$ cat src/rtl/muldiv_pkg.sv
// Shared types and defaults for the RV32M multiply/divide unit.
package muldiv_pkg;

  localparam int XLEN_DEF = 32;

  typedef enum logic [2:0] {
    MD_MUL    = 3'b000,
    MD_MULH   = 3'b001,
    MD_MULHSU = 3'b010,
    MD_MULHU  = 3'b011,
    MD_DIV    = 3'b100,
    MD_DIVU   = 3'b101,
    MD_REM    = 3'b110,
    MD_REMU   = 3'b111
  } md_op_e;

  typedef enum logic [1:0] {
    ST_IDLE = 2'd0,
    ST_CALC = 2'd1,
    ST_DONE = 2'd2
  } md_state_e;

endpackage

$ cat src/rtl/muldiv_if.sv
// Request/response bundle between the core pipeline and the muldiv unit.
interface muldiv_if #(parameter int XLEN = muldiv_pkg::XLEN_DEF);
  logic            start;
  logic [2:0]      funct3;
  logic [XLEN-1:0] a;
  logic [XLEN-1:0] b;
  logic            flush;
  logic            ready;
  logic            done;
  logic [XLEN-1:0] result;

  modport master (output start, funct3, a, b, flush, input ready, done, result);
  modport slave  (input start, funct3, a, b, flush, output ready, done, result);
endinterface

$ cat src/rtl/muldiv_dec.sv
// funct3 decode into the handful of controls the datapath actually needs.
module muldiv_dec
  import muldiv_pkg::*;
(
  input  logic [2:0] i_funct3,
  output logic       o_is_div,
  output logic       o_a_signed,
  output logic       o_b_signed,
  output logic       o_sel_hi_rem
);

  // MUL low half is sign-agnostic, so it runs as an unsigned multiply.
  always_comb begin
    o_is_div     = 1'b0;
    o_a_signed   = 1'b0;
    o_b_signed   = 1'b0;
    o_sel_hi_rem = 1'b0;
    case (md_op_e'(i_funct3))
      MD_MUL:    ;
      MD_MULH:   begin o_a_signed = 1'b1; o_b_signed = 1'b1; o_sel_hi_rem = 1'b1; end
      MD_MULHSU: begin o_a_signed = 1'b1; o_sel_hi_rem = 1'b1; end
      MD_MULHU:  o_sel_hi_rem = 1'b1;
      MD_DIV:    begin o_is_div = 1'b1; o_a_signed = 1'b1; o_b_signed = 1'b1; end
      MD_DIVU:   o_is_div = 1'b1;
      MD_REM:    begin o_is_div = 1'b1; o_a_signed = 1'b1; o_b_signed = 1'b1; o_sel_hi_rem = 1'b1; end
      MD_REMU:   begin o_is_div = 1'b1; o_sel_hi_rem = 1'b1; end
      default:   ;
    endcase
  end

endmodule

$ cat src/rtl/muldiv_unit.sv
// Iterative RV32M unit: one bit per cycle shift-add multiply / restoring
// divide on magnitudes, sign fix-up on the way into DONE.
module muldiv_unit
  import muldiv_pkg::*;
#(
  parameter int XLEN = XLEN_DEF
) (
  input  logic     clk,
  input  logic     reset,
  muldiv_if.slave  bus
);

  localparam int             CW       = $clog2(XLEN + 1);
  localparam logic [CW-1:0]  CNT_INIT = CW'(XLEN);

  md_state_e       r_state, w_state_nxt;
  logic [CW-1:0]   r_cnt;
  logic [XLEN-1:0] r_hi, r_lo, r_b_mag, r_result;
  logic            r_is_div, r_sel, r_a_neg, r_b_neg;

  logic            w_is_div, w_a_signed, w_b_signed, w_sel;
  logic            w_accept, w_a_neg, w_b_neg, w_div0, w_ovf, w_bypass, w_step_en, w_fix_en;
  logic [XLEN-1:0] w_a_mag, w_b_mag, w_bypass_res;
  logic [XLEN:0]   w_mul_sum;
  logic [XLEN+1:0] w_div_diff;
  logic            w_div_ok;
  logic [2*XLEN-1:0] w_prod, w_prod_fix;
  logic [XLEN-1:0] w_quo_fix, w_rem_fix, w_final;

  muldiv_dec u_dec (
    .i_funct3     (bus.funct3),
    .o_is_div     (w_is_div),
    .o_a_signed   (w_a_signed),
    .o_b_signed   (w_b_signed),
    .o_sel_hi_rem (w_sel)
  );

  assign w_accept  = bus.start & (r_state == ST_IDLE) & ~bus.flush;
  assign w_a_neg   = w_a_signed & bus.a[XLEN-1];
  assign w_b_neg   = w_b_signed & bus.b[XLEN-1];
  assign w_a_mag   = w_a_neg ? -bus.a : bus.a;
  assign w_b_mag   = w_b_neg ? -bus.b : bus.b;

  // Special divide cases finish straight from IDLE with a fixed answer.
  assign w_div0    = w_is_div & (bus.b == '0);
  assign w_ovf     = w_is_div & w_a_signed & (bus.a == {1'b1, {(XLEN-1){1'b0}}}) & (&bus.b);
  assign w_bypass  = w_div0 | w_ovf;
  assign w_bypass_res = w_div0 ? (w_sel ? bus.a : '1) : (w_sel ? '0 : bus.a);

  // Counter runs XLEN..1 doing one bit each; the cnt==0 CALC cycle is the sign fix-up.
  assign w_step_en = (r_state == ST_CALC) & (r_cnt != '0) & ~bus.flush;
  assign w_fix_en  = (r_state == ST_CALC) & (r_cnt == '0) & ~bus.flush;

  // Multiply: {r_hi,r_lo} is product-high : multiplier, shifted right each step.
  assign w_mul_sum  = {1'b0, r_hi} + (r_lo[0] ? {1'b0, r_b_mag} : '0);
  // Divide: r_hi is the partial remainder, r_lo shifts dividend out / quotient in.
  assign w_div_diff = {1'b0, r_hi, r_lo[XLEN-1]} - {2'b00, r_b_mag};
  assign w_div_ok   = ~w_div_diff[XLEN+1];

  assign w_prod     = {r_hi, r_lo};
  assign w_prod_fix = (r_a_neg ^ r_b_neg) ? -w_prod : w_prod;
  assign w_quo_fix  = (r_a_neg ^ r_b_neg) ? -r_lo : r_lo;
  assign w_rem_fix  = r_a_neg ? -r_hi : r_hi;
  assign w_final    = r_is_div ? (r_sel ? w_rem_fix : w_quo_fix)
                               : (r_sel ? w_prod_fix[2*XLEN-1:XLEN] : w_prod_fix[XLEN-1:0]);

  // State register.
  always_ff @(posedge clk or posedge reset) begin
    if (reset) r_state <= ST_IDLE;
    else       r_state <= w_state_nxt;
  end

  // Next-state: flush always wins and returns to IDLE.
  always_comb begin
    w_state_nxt = r_state;
    if (bus.flush) begin
      w_state_nxt = ST_IDLE;
    end else begin
      case (r_state)
        ST_IDLE: if (w_accept) w_state_nxt = w_bypass ? ST_DONE : ST_CALC;
        ST_CALC: if (r_cnt == '0) w_state_nxt = ST_DONE;
        ST_DONE: w_state_nxt = ST_IDLE;
        default: w_state_nxt = ST_IDLE;
      endcase
    end
  end

  // Operand capture, per-bit iteration and result latch.
  always_ff @(posedge clk or posedge reset) begin
    if (reset) begin
      r_cnt    <= '0;
      r_hi     <= '0;
      r_lo     <= '0;
      r_b_mag  <= '0;
      r_result <= '0;
      r_is_div <= 1'b0;
      r_sel    <= 1'b0;
      r_a_neg  <= 1'b0;
      r_b_neg  <= 1'b0;
    end else if (w_accept) begin
      r_cnt    <= CNT_INIT;
      r_hi     <= '0;
      r_lo     <= w_a_mag;
      r_b_mag  <= w_b_mag;
      r_is_div <= w_is_div;
      r_sel    <= w_sel;
      r_a_neg  <= w_a_neg;
      r_b_neg  <= w_b_neg;
      if (w_bypass) r_result <= w_bypass_res;
    end else if (w_step_en) begin
      r_cnt <= r_cnt - 1'b1;
      if (r_is_div) begin
        r_hi <= w_div_ok ? w_div_diff[XLEN-1:0] : {r_hi[XLEN-2:0], r_lo[XLEN-1]};
        r_lo <= {r_lo[XLEN-2:0], w_div_ok};
      end else begin
        r_hi <= w_mul_sum[XLEN:1];
        r_lo <= {w_mul_sum[0], r_lo[XLEN-1:1]};
      end
    end else if (w_fix_en) begin
      r_result <= w_final;
    end
  end

  assign bus.ready  = (r_state == ST_IDLE);
  assign bus.done   = (r_state == ST_DONE) & ~bus.flush;
  assign bus.result = r_result;

endmodule

$ cat src/flat_wrapper.sv
// flat-port wrapper written by rule: the top's interface ports become plain ports
module muldiv_unit_flat import muldiv_pkg::*;
#(
  parameter int XLEN = XLEN_DEF
)
  (clk, reset, bus_start, bus_funct3, bus_a, bus_b, bus_flush, bus_ready, bus_done, bus_result);
  muldiv_if #(.XLEN(XLEN)) bus_i ();
  input  logic clk;
  input  logic reset;
  input wire logic [$bits(bus_i.start)-1:0] bus_start;
  input wire logic [$bits(bus_i.funct3)-1:0] bus_funct3;
  input wire logic [$bits(bus_i.a)-1:0] bus_a;
  input wire logic [$bits(bus_i.b)-1:0] bus_b;
  input wire logic [$bits(bus_i.flush)-1:0] bus_flush;
  output wire logic [$bits(bus_i.ready)-1:0] bus_ready;
  output wire logic [$bits(bus_i.done)-1:0] bus_done;
  output wire logic [$bits(bus_i.result)-1:0] bus_result;
  assign bus_i.start = bus_start;
  assign bus_i.funct3 = bus_funct3;
  assign bus_i.a = bus_a;
  assign bus_i.b = bus_b;
  assign bus_i.flush = bus_flush;
  assign bus_ready = bus_i.ready;
  assign bus_done = bus_i.done;
  assign bus_result = bus_i.result;
  muldiv_unit #(.XLEN(XLEN)) u_core (.clk(clk), .reset(reset), .bus(bus_i));
endmodule
$ cat config.mk
export PLATFORM = sky130hd
export DESIGN_NAME = muldiv_unit_flat
export DESIGN_NICKNAME = d
export VERILOG_FILES = /design/src/rtl/muldiv_pkg.sv /design/src/rtl/muldiv_if.sv /design/src/rtl/muldiv_dec.sv /design/src/rtl/muldiv_unit.sv /design/src/flat_wrapper.sv
export SDC_FILE = /design/constraint.sdc
export NUM_CORES = 1
export LEC_CHECK = 0
export CAP_MARGIN = 10
export CORE_MARGIN = 1.5
export CORE_UTILIZATION = 25
export CTS_BUF_LIST = sky130_fd_sc_hd__clkbuf_16
export DETAILED_ROUTE_END_ITERATION = 16
export GPL_TIMING_DRIVEN = 1
export HOLD_SLACK_MARGIN = 0.06
export PLACE_DENSITY_LB_ADDON = 0.15
export SYNTH_ARGS = -nofsm -noshare
export SYNTH_HDL_FRONTEND = slang
export SYNTH_SLANG_ARGS = --single-unit
$ cat constraint.sdc
create_clock -name clk -period 4.6 [get_ports clk]
set_clock_uncertainty 0.05 [all_clocks]
set_input_delay 0.69 -clock clk [delete_from_list [all_inputs] [get_ports clk]]
set_output_delay 0.69 -clock clk [all_outputs]
set_load 0.1 [all_outputs]
Word level (Yosys, flattened, before mapping). Index checks and enable logic that the tools add are counted.

Word-level logic and storage cells: 96. Flip-flop bits (word level): 140. Input bits: 71. Output and inout bits: 34.

Reduce and logical (&&, ||, !) cells: 13. Equality and inequality tests: 14. Muxes and demuxes: 34. $add $sub $neg: 8. Bitwise gates (word level): 17.

Operators by type and width (number): $mux 32 (22); $neg 32->32 (4); $mux 64 (1); $neg 64->64 (1); $sub 33x32->34 (1); $add 32x33->33 (1); $eq 32x32->1 const B (1); $logic_not 32->1 (1); $reduce_and 32->1 (1); $and 1x1->1 (13); $eq 3x3->1 const B (4); $mux 6 (2); $mux 2 (4); $reduce_or 4->1 (2); $eq 3x2->1 const B (2); $logic_not 6->1 (1); $reduce_bool 6->1 (1); $sub 6x1->6 const B (1); $reduce_or 5->1 (1); $mux 1 (4); $pmux 2 s2 (1); $reduce_bool 2->1 (2); $eq 3x1->1 const B (1); $ne 3x2->1 const B (1); other kinds (12) (13).

Longest topological paths before layout.
Depth after elaboration: 11. Depth in mapped cells: 14. Depth with buffers taken out: 13.

Modules after synthesis. Synthesis repeated with hierarchy kept, for this count alone.

Cells, all modules: 1808. Area total of the unflattened synthesis: 13863.3 um^2.

Modules (own cells, without submodules): muldiv_unit (instances 1, area an instance 13819.5 um^2, sequential area each 3503.4 um^2, cells an instance 1801); muldiv_dec (instances 1, area an instance 43.8 um^2, sequential area each 0.0 um^2, cells an instance 7).

Worst setup path before layout. OpenSTA, ideal clock, no wires.

Kind: input -> output. From: input bus_flush. To: output bus_done. Data arrival time: 2.902 ns. Stages: 1. Required time: 3.860 ns. Setup slack: 0.958 ns. Buffers on the path: 0. Cells stage by stage: nor3b_1.

Cells in the longest elaborated chain, start to end: 2.

RTL lines: from (decl) (line flat_wrapper.sv:14) `input wire logic [$bits(bus_i.flush)-1:0] bus_flush;`; $not 1->1 (line muldiv_unit.sv:125) `assign bus.done = (r_state == ST_DONE) & ~bus.flush;`; $and 1x1->1 (line muldiv_unit.sv:125); to (decl) (line flat_wrapper.sv:16) `output wire logic [$bits(bus_i.done)-1:0] bus_done;`.

Every way passes these cells.

Worst setup path after layout.
From: input bus_a[24]. To: register u_core.r_result[21], in the netlist u_core.bus.result[21].

Cells in the longest elaborated chain, start to end: 6.

RTL lines: from (decl) (line flat_wrapper.sv:12) `input wire logic [$bits(bus_i.a)-1:0] bus_a;`; $eq 32x32->1 (line muldiv_unit.sv:46) `assign w_ovf = w_is_div & w_a_signed & (bus.a == {1'b1, {(XLEN-1){1'b0}}}) & (&bus.b);`; $and 1x1->1 (2 in a row) (line muldiv_unit.sv:46); $or 1x1->1 (line muldiv_unit.sv:47) `assign w_bypass = w_div0 | w_ovf;`; $ne 2x2->1 (no source line); $reduce_and 3->1 (no source line); to (signal assigned) (line muldiv_unit.sv:109) `if (w_bypass) r_result <= w_bypass_res;`; to (signal assigned) (line muldiv_unit.sv:120) `r_result <= w_final;`; to (decl) (line muldiv_unit.sv:18) `logic [XLEN-1:0] r_hi, r_lo, r_b_mag, r_result;`.

Every way passes these cells. A chain may end at the register's enable or synchronous reset.

==> run summary <==
The tools report the first-iteration detailed-routing DRC count as 1,049. On the final layout, the worst hold slack is 0.429 ns. The largest single stage delay on the critical path is 0.71 ns.

The net count after synthesis is 1,924. The post-synthesis instance area was 13,700 um^2; the arrival time at the worst endpoint was 4.49 ns. Across the run, the number of max-cap violations was 0.

Buffers inserted to repair hold after CTS numbered 0. No sink is reached through more buffers than the 2 on the longest clock path. STA puts the critical path data required time at 4.92 ns.

Global routing finished with a remaining overflow of 0. The run finished with clean final reports. Share of the yosys chip area belonging to registers: 25.6%.

The final number of hold-violating endpoints came out at 0. The H-tree depth reported by CTS is 4. The synthesis-to-finish area growth was 18.6%; the pin count of the biggest net entering global routing was 76. Setup violations remaining at the end of the flow were counted as 0. The tools report the number of cells upsized or downsized after cts as 0. Class of the tightest hold or removal check: reg2reg.

The run gives 0 as the count of nets left with antenna violations after detail routing. TritonCTS built the clock tree. The number of setup buffers added after CTS is 0. Dividing total power by cell area gives a power density of 733 nW/um^2. The die covers 56,100 um^2.

Summed over all layers, the routed wires come to 56,800 um. Across the VDD grid, the largest voltage drop is 0.000338 V. The number of pins with negative max-slew slack in the final report is 0. Cells with a size suffix above 1 make up 6.60% of the layout. The master of the slowest instance on the critical path is nor4_1. In the routed design, unresolved DRC markers number 0.

The logs give 16,200 um^2 for the design area and 85,900 um for the wire length of the first global-routing pass. Number of antenna violations at the first check in global routing: 0. The tools report the kind of end point of the critical path as a flop. The detailed-route via count is 13,900. For the unique cell type count in the Yosys netlist, the log shows 83. The clock period minus worst slack works out to 4.18 ns. The worst pin sits at a relative slew slack of 28.6%. In the final routed layout, each cell accounts on average for 22.2 um. Input and output buffers added on the ports amount to 104. Derived from the worst setup path, the maximum achievable clock frequency is 0.239 GHz. The pre-antenna-repair detailed-routing pass consisted of 5 iterations.

The initialized floorplan defines 85 standard-cell rows. The Yosys step of the flow raised 0 warnings. For this run, the leading register cell type out of synthesis is dfrtp_1. The placed cell area was 15,500 um^2; the maximum fanout along the worst path was 36. Placer congestion estimate: 0.888.

The standby leakage power is 6.74 nW, and the worst-skew pair later-pin latency is 0.46 ns. The run gives 140 as the clock sink count. Clock tree synthesis inserted a total of 17 buffers. Counting flops and latches in the post-synthesis netlist gives 140. Pin placement for this block handled 105 I/O pins. After the last flow step, the layout net total stands at 1,995.

Setup repair after global routing left no endpoint under its margin. Traced cell by cell, the critical path runs through clkdlybuf4s50_1 > or4_1 > nor4_1 > and4_1 > and4b_1 > o21bai_1 > a21oi_4 > buf_4 > nor3_1 > a21oi_1 > o21ai_0. The run gives 13,400 as the number of global-route vias before repair. After technology mapping, the gate count stands at 1,780. After detailed routing, the number of vias per cell comes to 5.43. The estimated wirelength of the detail-placed design was 43,600 um; the async set-reset flop share out of synthesis was 100%. The tools report the sum of negative setup slack as 0 ns. The number of enable-type register cells in the synthesized netlist works out to 0. The die is 237 um wide.

The die boundary height was 237 um; the per-instance average area after synthesis was 7.68 um^2. The standard cell core area is 53,900 um^2. Global routing used 20.1% of the available tracks across all layers. STA classifies the critical path startpoint as an input pin.

The critical path is of the in2reg type. The completed layout was analyzed and its total power is 0.0119 W. The clock-pin slew on the worst setup and hold paths is 0.06 ns. The tree is rooted in a clkbuf_16.

Share of the cycle needed by the critical path after routing: 90.8%. For this configuration, the core starts out at a cell density of 25.4%. Slew at the pin closest to its max-slew limit: 1.07 ns.
## sequential cells by signal, summed over array words and instances (netlist names)
| signal | flops |
|---|---|
| u_core.r_state | 2 |
| u_core.r_hi | 32 |
| u_core.r_b_neg | 1 |
| u_core.r_is_div | 1 |
| u_core.bus.result | 32 |
| u_core.r_b_mag | 32 |
| u_core.r_sel | 1 |
| u_core.r_lo | 32 |
| u_core.r_cnt | 6 |
| u_core.r_a_neg | 1 |
## Yosys cell counts, types with 16 or more instances
| cell | number | area (um^2) |
|---|---|---|
| inv_1 | 69 | 259 |
| or3_1 | 16 | 100 |
| a21oi_1 | 143 | 716 |
| nor3_1 | 37 | 185 |
| a21o_1 | 23 | 173 |
| nand2b_1 | 19 | 119 |
| nor4_1 | 22 | 138 |
| o211ai_1 | 44 | 330 |
| o31ai_1 | 27 | 203 |
| a211oi_1 | 16 | 120 |
| nand3_1 | 30 | 150 |
| mux2i_1 | 49 | 490 |
| clkbuf_1 | 77 | 289 |
| o21ai_0 | 193 | 966 |
| nand4_1 | 25 | 156 |
| a31oi_1 | 24 | 150 |
| nand2_1 | 186 | 698 |
| xnor2_1 | 98 | 858 |
| nor2_1 | 174 | 653 |
| dfrtp_1 | 140 | 3500 |
| xor2_1 | 68 | 596 |
| ha_1 | 71 | 888 |
## layout by cell type, fill, tap and decap left out, types with 11 or more instances in the layout
cell type / Yosys / layout
o21ai_0: 193 / 193
nand2_1: 186 / 186
nor2_1: 174 / 172
a21oi_1: 143 / 143
dfrtp_1: 140 / 138
clkdlybuf4s50_1: 0 / 103
xnor2_1: 98 / 98
ha_1: 71 / 71
inv_1: 69 / 69
xor2_1: 68 / 68
mux2i_1: 49 / 49
buf_4: 2 / 49
o211ai_1: 44 / 44
nor3_1: 37 / 37
nand3_1: 30 / 30
o31ai_1: 27 / 27
nand4_1: 25 / 25
a31oi_1: 24 / 24
a21o_1: 23 / 23
nor4_1: 22 / 22
nand2b_1: 19 / 19
clkbuf_16: 0 / 17
or3_1: 16 / 16
a211oi_1: 16 / 16
and2_1: 14 / 14
or4_1: 13 / 13
and3_1: 13 / 13
o41ai_1: 11 / 11
## routing by layer
| layer | wire length (um) | vias to the layer above | global-route usage, % |
|---|---|---|---|
| li1 | - | 6615 | - |
| met1 | 25500 | 6876 | 26.0 |
| met2 | 27600 | 361 | 34.8 |
| met3 | 2390 | 65 | 2.81 |
| met4 | 1280 | 0 | 5.69 |
| met5 | 0 | - | 0 |
## layout make-up
type | count | area (um^2)
Sequential cell | 140 | 3510
Clock buffer | 17 | 425
Clock inverter | 15 | 251
Antenna cell | 1 | 2.50
Fill cell | 5792 | 37700
Inverter | 69 | 264
Timing Repair Buffer | 154 | 1440
Tap cell | 696 | 871
Multi-Input combinational cell | 1469 | 9450
## logic make-up (layout without fill, tap and decap cells)
group	Yosys count	after routing	synth area share (%)
AND/OR/NAND/NOR	601	601	21.5
AO/OA/AOI/OAI	570	570	25.6
buffers and inverters	171	255	5.46
XOR/XNOR	166	166	10.6
flip-flops	140	140	25.6
adder cells (fa/ha/maj)	73	73	6.79
multiplexers	59	59	4.41
other	0	1	0
## final timing paths
path | startpoint | end | slack (ns) | cells after the start
max in group asynchronous | reset | u_core.r_lo[13]$_DFFE_PP0P_ | 2.87 | 3
min in group asynchronous | reset | u_core.r_b_mag[13]$_DFFE_PP0P_ | 0.67 | 2
hold / removal | u_core.r_b_mag[27]$_DFFE_PP0P_ | u_core.r_b_mag[27]$_DFFE_PP0P_ | 0.43 | 2
setup / recovery | bus_a[24] | u_core.bus.result[21]$_DFFE_PP0P_ | 0.42 | 11
hold reg to reg | u_core.r_b_mag[27]$_DFFE_PP0P_ | u_core.r_b_mag[27]$_DFFE_PP0P_ | 0.43 | 2
setup reg to reg | u_core.r_lo[0]$_DFFE_PP0P_ | u_core.r_hi[31]$_DFFE_PP0P_ | 0.68 | 13
## through the flow
step           cells  utilization, %  worst slack, ns
6_report        2561            30.1            0.424
5_1_grt         2560            30.1            0.229
4_1_cts         2560            30.1            0.425
3_5_place_dp    2528            28.8          -0.0298
3_3_place_gp    2528            28.8          -0.0558
2_1_floorplan   1780               -            0.107
## power by group
group | internal (W) | total (W) | switching (W)
combinational | 0.00276 | 0.00752 | 0.00475
clock | 0.00106 | 0.00167 | 0.000613
sequential | 0.00170 | 0.00269 | 0.000989
total | 0.00553 | 0.0119 | 0.00635
## critical path: cells and delay by family
family                 cells  cell delay [ns]
AOI/OAI and AO/OA          4             0.63
and+or+nand+nor            5             2.29
buffers and inverters      2             0.83
(Power assumes the default switching activity.)
